### config.mk
export PLATFORM = sky130hd
export DESIGN_NAME = mnist_prediction_tx
export DESIGN_NICKNAME = d
export VERILOG_FILES = /design/src/rtl/mnist_prediction_tx.sv
export SDC_FILE = /design/constraint.sdc
export NUM_CORES = 1
export LEC_CHECK = 0
export ABC_CLOCK_PERIOD_IN_PS = 8710
export CORE_ASPECT_RATIO = 1.2
export CORE_MARGIN = 2
export CORE_UTILIZATION = 45
export CTS_CLUSTER_DIAMETER = 50
export DETAILED_ROUTE_END_ITERATION = 6
export PLACE_DENSITY = 0.71
export SLEW_MARGIN = 25
export SYNTH_ARGS = -nofsm -noshare
export SYNTH_HDL_FRONTEND = slang
export SYNTH_SLANG_ARGS = --single-unit
### constraint.sdc
create_clock -name clock -period 8.71 [get_ports clock]
set_clock_uncertainty 0.1 [all_clocks]
set_input_delay 2.613 -clock clock [delete_from_list [all_inputs] [get_ports clock]]
set_output_delay 2.613 -clock clock [all_outputs]
set_load 0.02 [all_outputs]
### src/rtl/mnist_prediction_tx.sv
// mnist_prediction_tx: output stage of the mnist classifier.
// Captures a full class-score vector in one cycle, streams it out one class
// per beat (class 0 first) on a valid/ready interface, and tracks the signed
// argmax while streaming so the winning class can be pulsed out right after
// the last beat.
module mnist_prediction_tx #(
   parameter  int NUM_CLASSES = 10,
   parameter  int DATA_W      = 16,
   localparam int CNT_W       = $clog2(NUM_CLASSES)
) (
   input  logic                          clock,
   input  logic                          reset_n,
   input  logic [NUM_CLASSES*DATA_W-1:0] scores_in,
   input  logic                          scores_in_valid,
   output logic                          scores_in_ready,
   output logic [DATA_W-1:0]             prediction_out,
   output logic                          prediction_out_valid,
   input  logic                          prediction_out_ready,
   output logic                          prediction_out_last,
   output logic [CNT_W-1:0]              prediction_index,
   output logic [CNT_W-1:0]              class_out,
   output logic                          class_valid
);

   localparam logic [CNT_W-1:0] LAST_IDX = CNT_W'(NUM_CLASSES - 1);

   typedef enum logic {
      IDLE = 1'b0,
      SEND = 1'b1
   } state_t;

   state_t state_q;
   state_t state_d;

   logic signed [DATA_W-1:0] buffer_q [NUM_CLASSES];
   logic signed [DATA_W-1:0] best_q;
   logic [CNT_W-1:0]         best_idx_q;
   logic [CNT_W-1:0]         next_idx;
   logic                     load;
   logic                     xfer;
   logic                     last_xfer;
   logic                     beat_wins;

   assign prediction_out_valid = (state_q == SEND);
   assign xfer                 = prediction_out_valid && prediction_out_ready;
   assign last_xfer            = xfer && prediction_out_last;
   assign load                 = scores_in_valid && scores_in_ready;
   assign next_idx             = prediction_index + CNT_W'(1);

   // Beat 0 always seeds the running best; later beats win only when strictly
   // greater, so ties keep the lower class index.
   assign beat_wins = (prediction_index == '0) || ($signed(prediction_out) > best_q);

   // State register.
   always_ff @(posedge clock or negedge reset_n) begin
      if (!reset_n) begin
         state_q <= IDLE;
      end else begin
         state_q <= state_d;
      end
   end

   // Next state and input handshake; a new vector may be taken on the same
   // edge the last beat leaves, which keeps back-to-back vectors bubble free.
   always_comb begin
      state_d         = state_q;
      scores_in_ready = 1'b0;
      case (state_q)
         IDLE: begin
            scores_in_ready = 1'b1;
            if (scores_in_valid) begin
               state_d = SEND;
            end
         end
         SEND: begin
            if (last_xfer) begin
               scores_in_ready = 1'b1;
               if (!scores_in_valid) begin
                  state_d = IDLE;
               end
            end
         end
         default: begin
            state_d = IDLE;
         end
      endcase
   end

   // Vector buffer and the registered beat outputs; the beat only advances on
   // a transfer, so data and index hold steady through stalls.
   always_ff @(posedge clock or negedge reset_n) begin
      if (!reset_n) begin
         for (int c = 0; c < NUM_CLASSES; c++) begin
            buffer_q[c] <= '0;
         end
         prediction_out      <= '0;
         prediction_index    <= '0;
         prediction_out_last <= 1'b0;
      end else if (load) begin
         for (int c = 0; c < NUM_CLASSES; c++) begin
            buffer_q[c] <= scores_in[c*DATA_W +: DATA_W];
         end
         prediction_out      <= scores_in[DATA_W-1:0];
         prediction_index    <= '0;
         prediction_out_last <= (NUM_CLASSES == 1);
      end else if (xfer && !prediction_out_last) begin
         prediction_out      <= buffer_q[next_idx];
         prediction_index    <= next_idx;
         prediction_out_last <= (next_idx == LAST_IDX);
      end
   end

   // Running argmax over transferred beats, and the one-cycle result pulse
   // issued after the last beat of each vector.
   always_ff @(posedge clock or negedge reset_n) begin
      if (!reset_n) begin
         best_q      <= '0;
         best_idx_q  <= '0;
         class_out   <= '0;
         class_valid <= 1'b0;
      end else begin
         class_valid <= last_xfer;
         if (xfer && beat_wins) begin
            best_q     <= $signed(prediction_out);
            best_idx_q <= prediction_index;
         end
         if (last_xfer) begin
            class_out <= beat_wins ? prediction_index : best_idx_q;
         end
      end
   end

endmodule
==> impl_results.md, run 1 <==
* Status: complete, no violations
* H-tree lvl count at 1
* Clk buf depth at 3
* Area grow syn2layout at 30.1%
* Total GRT Usage at 21.8%
* Post-DRT Antenna Nets at 0
* Most common cell after layout, fill and taps aside: nand2_1
* Met3 wire len at 1.30 mm
* WL final at 25.0 mm
* Post-synth cell types at 47
* Share of cells above drive strength 1 at 10.5%
* Core Footprint at 21500 sq um
* Die H at 165 um
* Most Frequent Cell on Critical Path: clkdlybuf4s50_1
* Max FO, Critical Path at 10
* Num Clock Sinks at 207
* Avg WL per Cell at 17.3 um
* Clk_lat worst skew at 0.51 ns
* Largest net degree at the start of global routing at 126
* CTS tree: yes
* Rows at 59
* NetSw at 1870 uW
* Cts hold-fix bufs at 0
* Synth Area per Inst at 9.94 sq um
* Power per cell area at 394 nW/um^2
* Synth top area share at 53.0%
* Internal Power at 3140 uW
* RSZ-0062 raised after global routing: false
* P_leak at 0.00616 uW
* IO buf count at 191
* First-pass GRT wire length at 39.3 mm
* Clk pwr share at 21.5%
* Vias in the first global route at 7390
* Initial antenna violation count at 1
* Placed Instance Area at 11800 sq um
* First DRT Iteration DRCs at 478
* Slowest stage delay, CP at 0.67 ns
* Post-Syn Area at 9780 sq um
* GPL Wtd Cong at 0.785
* Setup bufs post-CTS at 0
* IO Count at 192
* Number of synthesized flops with an enable pin at 0
* Sw Share at 37.4%
* Crit-path cells: clkdlybuf4s50_1 > and3_1 > nand2b_1 > clkdlybuf4s50_1
* Hold Fails Final Rpt at 0
* Cell family with most CP delay: buffers and inverters
* Syn Nets at 1167
* Flop pwr share at 34.3%
* Final instance area at 12700 sq um
* Avg Vias per Cell at 5.16
* Rel. slew slack at 39.0%
* CTS Buf Count at 25
* Most frequent cells in the layout: nand2_1 (488), dfrtp_1 (206), clkdlybuf4s50_1 (190)
* Dpl hpwl at 17.2 mm
* TritonRoute pass-1 iters at 5
* Met2 WL at 12.3 mm
* Fmax achieved at 0.139 GHz
* Max-slew violations at 0
* Fillers at 1813
* Synth warnings at 0
* Register bit total from synthesis at 207
* Worst Setup End Kind: output port
* Register area share after synthesis at 53.0%
* Area leader, netlist: dfrtp_1
* Final worst path period share at 82.5%
* Post-cts resize count at 0
* Worst slew pin tran at 0.915 ns
* Root buf cell: clkbuf_16
* Max Cap Viol at 0
* CP Launch Type: primary input
* Combinational power share at 44.2%
* Arr. time, crit path at 4.47 ns
* Post-layout min period at 7.19 ns
* Hold crit path type: reg -> reg
* Die area at 22900 sq um
* Setup tns final at 0 ns
* Ys async rst share at 100%
* Detailed-route via count at 7445
* Nets@finish at 1336
* Largest cells by area after synthesis: dfrtp_1 (53%), nand2_1 (19%), mux4_2 (7.4%)
* Top layer in use: met4
* Wire length on met1 at 10.7 mm
* Critical path class: in -> out
* CP Buf/Inv Count at 2
* Die W at 139 um
* Worst vdd ir at 0.277 mV
* Clock transition at path regs at 0.05 ns
* Initial cell density of the core at 45.5%
* Prevailing post-synth register cell: dfrtp_1
* Syn Inst Count at 984
* DRC violations left at 0
* Worst Path Required at 6.00 ns
* Critical path's slowest cell: clkdlybuf4s50_1
* Final setup fails at 0
* GR Overflow Total at 0
==> logic make-up (layout without fill, tap and decap cells) <==
kind of cell,Yosys count,after routing,synth area share [%]
AO/OA/AOI/OAI,70,70,5.33
XOR/XNOR,5,5,0.832
adder cells (fa/ha/maj),19,19,2.43
buffers and inverters,76,259,3.56
flip-flops,207,207,53.0
multiplexers,85,85,13.8
other,0,1,0
AND/OR/NAND/NOR,522,522,21.1
==> power groups by stage <==
stage	Sequential [uW]	Combinational, uW	Clock, uW
6_report	1720	2220	1080
5_1_grt	1780	2450	1140
4_1_cts	1720	2250	1090
3_5_place_dp	1730	2240	0
3_3_place_gp	1710	2190	0
2_1_floorplan	1700	1580	0
==> flip-flops by register name (all words and copies together) (netlist names) <==
register / cells
best_idx_q: 4
best_q: 16
class_valid: 1
class_out: 4
prediction_out_last: 1
prediction_index: 4
prediction_out_valid: 1
buffer_q: 160
prediction_out: 16
==> path summary, 6_finish.rpt <==
path	slack, ns	from	cells after the start	end
max reg2reg	5.57	prediction_index[0]	7	prediction_out[1]
min	0.37	buffer_q[119]	2	buffer_q[119]
max in group asynchronous	5.12	reset_n	3	buffer_q[136]
max	1.52	prediction_out_ready	4	scores_in_ready
min in group asynchronous	1.85	reset_n	1	buffer_q[5]
min reg2reg	0.37	buffer_q[119]	2	buffer_q[119]
==> area by class of cell <==
class / count / area (sq um) / share of cell area, %
inverter: 19 / 71.3 / 0.560
multi-input combinational: 701 / 4270 / 33.6
antenna: 1 / 2.50 / 0.0197
clock inverter: 10 / 164 / 1.29
timing repair buffer: 199 / 2000 / 15.7
tap: 274 / 343 / 2.69
sequential: 207 / 5180 / 40.7
clock buffer: 31 / 688 / 5.41
==> synthesized netlist by cell type (2+ instances only) <==
master and n:
inv_1 19, clkbuf_1 30, mux4_2 32, nand4_1 3, nand2b_1 4, dfrtp_1 207, buf_2 20, o21ai_1 20
mux2_4 19, xnor2_1 2, o21ai_0 13, o221ai_2 10, nor3_1 4, nor2b_1 2, nand3b_1 2, nor2_1 10
nand2_1 489, buf_6 3, buf_1 2, a21o_1 3, o221ai_1 6, mux2i_1 34, ha_1 19, a31oi_1 2
a21oi_1 7
==> layer usage <==
metal | vias to the layer above | global-route usage, %
met5 | - | 0
met2 | 219 | 36.5
met3 | 46 | 3.34
li1 | 3570 | -
met1 | 3610 | 29.3
met4 | 0 | 7.42
==> metrics by stage <==
step / hold WS [ns] / util, % / worst slack (ns) / cells / total power (uW)
floorplan: 0.340 / - / 2.83 / 984 / 3270
global placement: 0.353 / 55.1 / 1.68 / 1399 / 3900
detailed placement: 0.357 / 55.1 / 1.63 / 1399 / 3960
global route: 0.387 / 59.2 / 1.42 / 1441 / 5360
CTS: 0.371 / 59.0 / 1.62 / 1440 / 5060
finish: 0.367 / 59.2 / 1.52 / 1442 / 5010
==> tightest hold or removal path, cell delays in order (launching register included) <==
cell     delay (ns)
dfrtp_1        0.33
nand2_1        0.05
nand2_1        0.05
Note: power is estimated with default switching activity, not from simulation.
==> run 2, diff against run 1 <==
ABC_CLOCK_PERIOD_IN_PS = 6590   (was 8710)
PLACE_DENSITY = 0.74   (was 0.71)
clock period = 6.59 ns   (was 8.71 ns; I/O delays follow)
==> run 2 against run 1 <==
- combinational power grew 33%
- clock power grew 22%
- highest routed layer is now met5
- critical path type unchanged
- critical endpoint unchanged
- sequential cell count is the same
- via count grew 0.32%
==> impl_results.md, run 2 (same netlist as run 1, synthesis figures left out) <==
* Most common cell after layout, fill and taps aside: nand2_1
* Biggest register: buffer_q
* First-pass GRT wire length at 40.0 mm (+1.8%)
* Share of cells above drive strength 1 at 10.5% (about the same)
* CTS Buf Count at 23 (-8.0%)
* Rel. slew slack at 30.9% (-8.1 points)
* CP Launch Point: prediction_out_ready
* Hold Startpoint: buffer_q[109]
* Initial antenna violation count at 1 (unchanged)
* DRC violations left at 0 (unchanged)
* Largest net degree at the start of global routing at 115 (-8.7%)
* Max FO, Critical Path at 10 (unchanged)
* Post-DRT Antenna Nets at 0 (unchanged)
* Die area at 22900 sq um (unchanged)
* Root buf cell: clkbuf_16
* CP endpoint: scores_in_ready
* Final worst path period share at 88.1%
* Worst Setup End Kind: output port
* Clk buf depth at 3 (unchanged)
* Detailed-route via count at 7469 (+0.32%)
* Final setup fails at 0 (unchanged)
* Max-slew violations at 0 (unchanged)
* Final instance area at 12700 sq um (-0.58%)
* Reg2Reg Depth at 7 (unchanged)
* Worst Path Required at 4.51 ns (-1.49 ns)
* Die H at 165 um (unchanged)
* Arr. time, crit path at 3.73 ns (-0.74 ns)
* Vias in the first global route at 7624 (+3.2%)
* Setup tns final at 0 ns (unchanged)
* Most frequent cells in the layout: nand2_1 (488), dfrtp_1 (206), clkdlybuf4s50_1 (190)
* Post-layout min period at 5.80 ns
* RSZ-0062 raised after global routing: false
* IO Count at 192 (unchanged)
* Num Clock Sinks at 207 (unchanged)
* Avg Vias per Cell at 5.18 (+0.32%)
* Total GRT Usage at 22.2% (+0.42 points)
* Fmax achieved at 0.172 GHz
* Worst R2R End: prediction_out[4]
* FF-to-FF Start: prediction_index[0]
* Clock transition at path regs at 0.06 ns (about the same)
* Rows at 59 (unchanged)
* Hold crit path type: reg -> reg
* TritonRoute pass-1 iters at 4 (-1)
* Status: complete, no violations
* Max Cap Viol at 0 (unchanged)
* Critical path class: in -> out
* Avg WL per Cell at 17.5 um (+0.96%)
* WL final at 25.2 mm (+0.96%)
* First DRT Iteration DRCs at 479 (+0.21%)
* Core Util, Final at 58.9% (-0.34 points)
* Initial cell density of the core at 45.5% (unchanged)
* Number of flip-flops in the largest register at 160 (unchanged)
* GR Overflow Total at 0 (unchanged)
* H-tree lvl count at 1 (unchanged)
* Placed Instance Area at 11900 sq um (+0.30%)
* IO buf count at 191 (unchanged)
* FF-to-FF setup slack at 3.49 ns (-2.08 ns)
* Top Registers: buffer_q: 160 flops, best_q: 16 flops, prediction_out: 16 flops
* Worst vdd ir at 0.297 mV (+7.2%)
* Placed insts at 1402 (+0.21%)
* Die W at 139 um (unchanged)
* # diodes at 0 (-1)
* Power per cell area at 517 nW/um^2 (+31%)
* P_leak at 0.00614 uW (-0.34%)
* Hold Fails Final Rpt at 0 (unchanged)
* Setup bufs post-CTS at 0 (unchanged)
* Core Footprint at 21500 sq um (unchanged)
* CP Launch Type: primary input
* Area grow syn2layout at 29.4%
* Post-cts resize count at 0 (unchanged)
* Layout Cells excl Fill at 1442 (unchanged)
* Clk_lat worst skew at 0.52 ns (about the same)
* GPL Wtd Cong at 0.819 (+4.3%)
* Nets@finish at 1336 (unchanged)
* Dpl hpwl at 17.9 mm (+3.9%)
* CTS tree: yes
* Cts hold-fix bufs at 0 (unchanged)
* Worst slew pin tran at 1.04 ns (+0.121 ns)
==> run 2: cell count changes in the layout (fill, tap and decap cells not counted), sizes merged <==
| cell | change |
|---|---|
| buf | +1 |
| diode | -1 |
| inv | +2 |
| clkbuf | +3 |
| bufinv | -2 |
| clkinv | -3 |
==> run 2: final cells by class <==
type	instances	area, sq um
clock buffers	33	683
clock inverters	7	104
fillers	1799	8830
inverters	19	71.3
multi-input cells	701	4270
flip-flops and latches	207	5180
well taps	274	343
repair buffers	201	2000
==> run 2: per-stage QoR <==
step / hold slack, ns / total power [uW] / setup WS, ns
3_3_place_gp: 0.353 / 5160 / 0.826
6_report: 0.369 / 6550 / 0.785
2_1_floorplan: 0.340 / 4330 / 1.98
5_1_grt: 0.387 / 7000 / 0.702
4_1_cts: 0.373 / 6610 / 0.792
3_5_place_dp: 0.359 / 5260 / 0.801
==> run 2: power breakdown <==
part / internal, uW / switching, uW / leakage, uW
Sequential: 1870 / 391 / 0.00257
Clock: 802 / 517 / 0.000386
Combinational: 1390 / 1580 / 0.00318
Total: 4060 / 2480 / 0.00614
==> run 2: worst min path at each step <==
stage                    endpoint  slack [ns]  cells past startpoint
floorplan           buffer_q[100]        0.34                      2
global placement     buffer_q[34]        0.35                      2
detailed placement  buffer_q[109]        0.36                      2
CTS                 buffer_q[113]        0.37                      2
global route         buffer_q[96]        0.39                      2
finish              buffer_q[109]        0.37                      2
==> run 2: metal layers <==
| layer | global-route usage (%) | vias up | wire length [um] |
|---|---|---|---|
| met5 | 0 | - | 13 |
| met4 | 5.33 | 2 | 404 |
| met3 | 3.49 | 33 | 1440 |
| met2 | 38.4 | 236 | 12800 |
| met1 | 29.7 | 3644 | 10600 |
| li1 | - | 3554 | - |
==> run 2: worst max-delay path: stages <==
cell and delay [ns]:
clkdlybuf4s50_1 0.50, and3_1 0.34, nand2b_1 0.27, clkdlybuf4s50_1 0.65
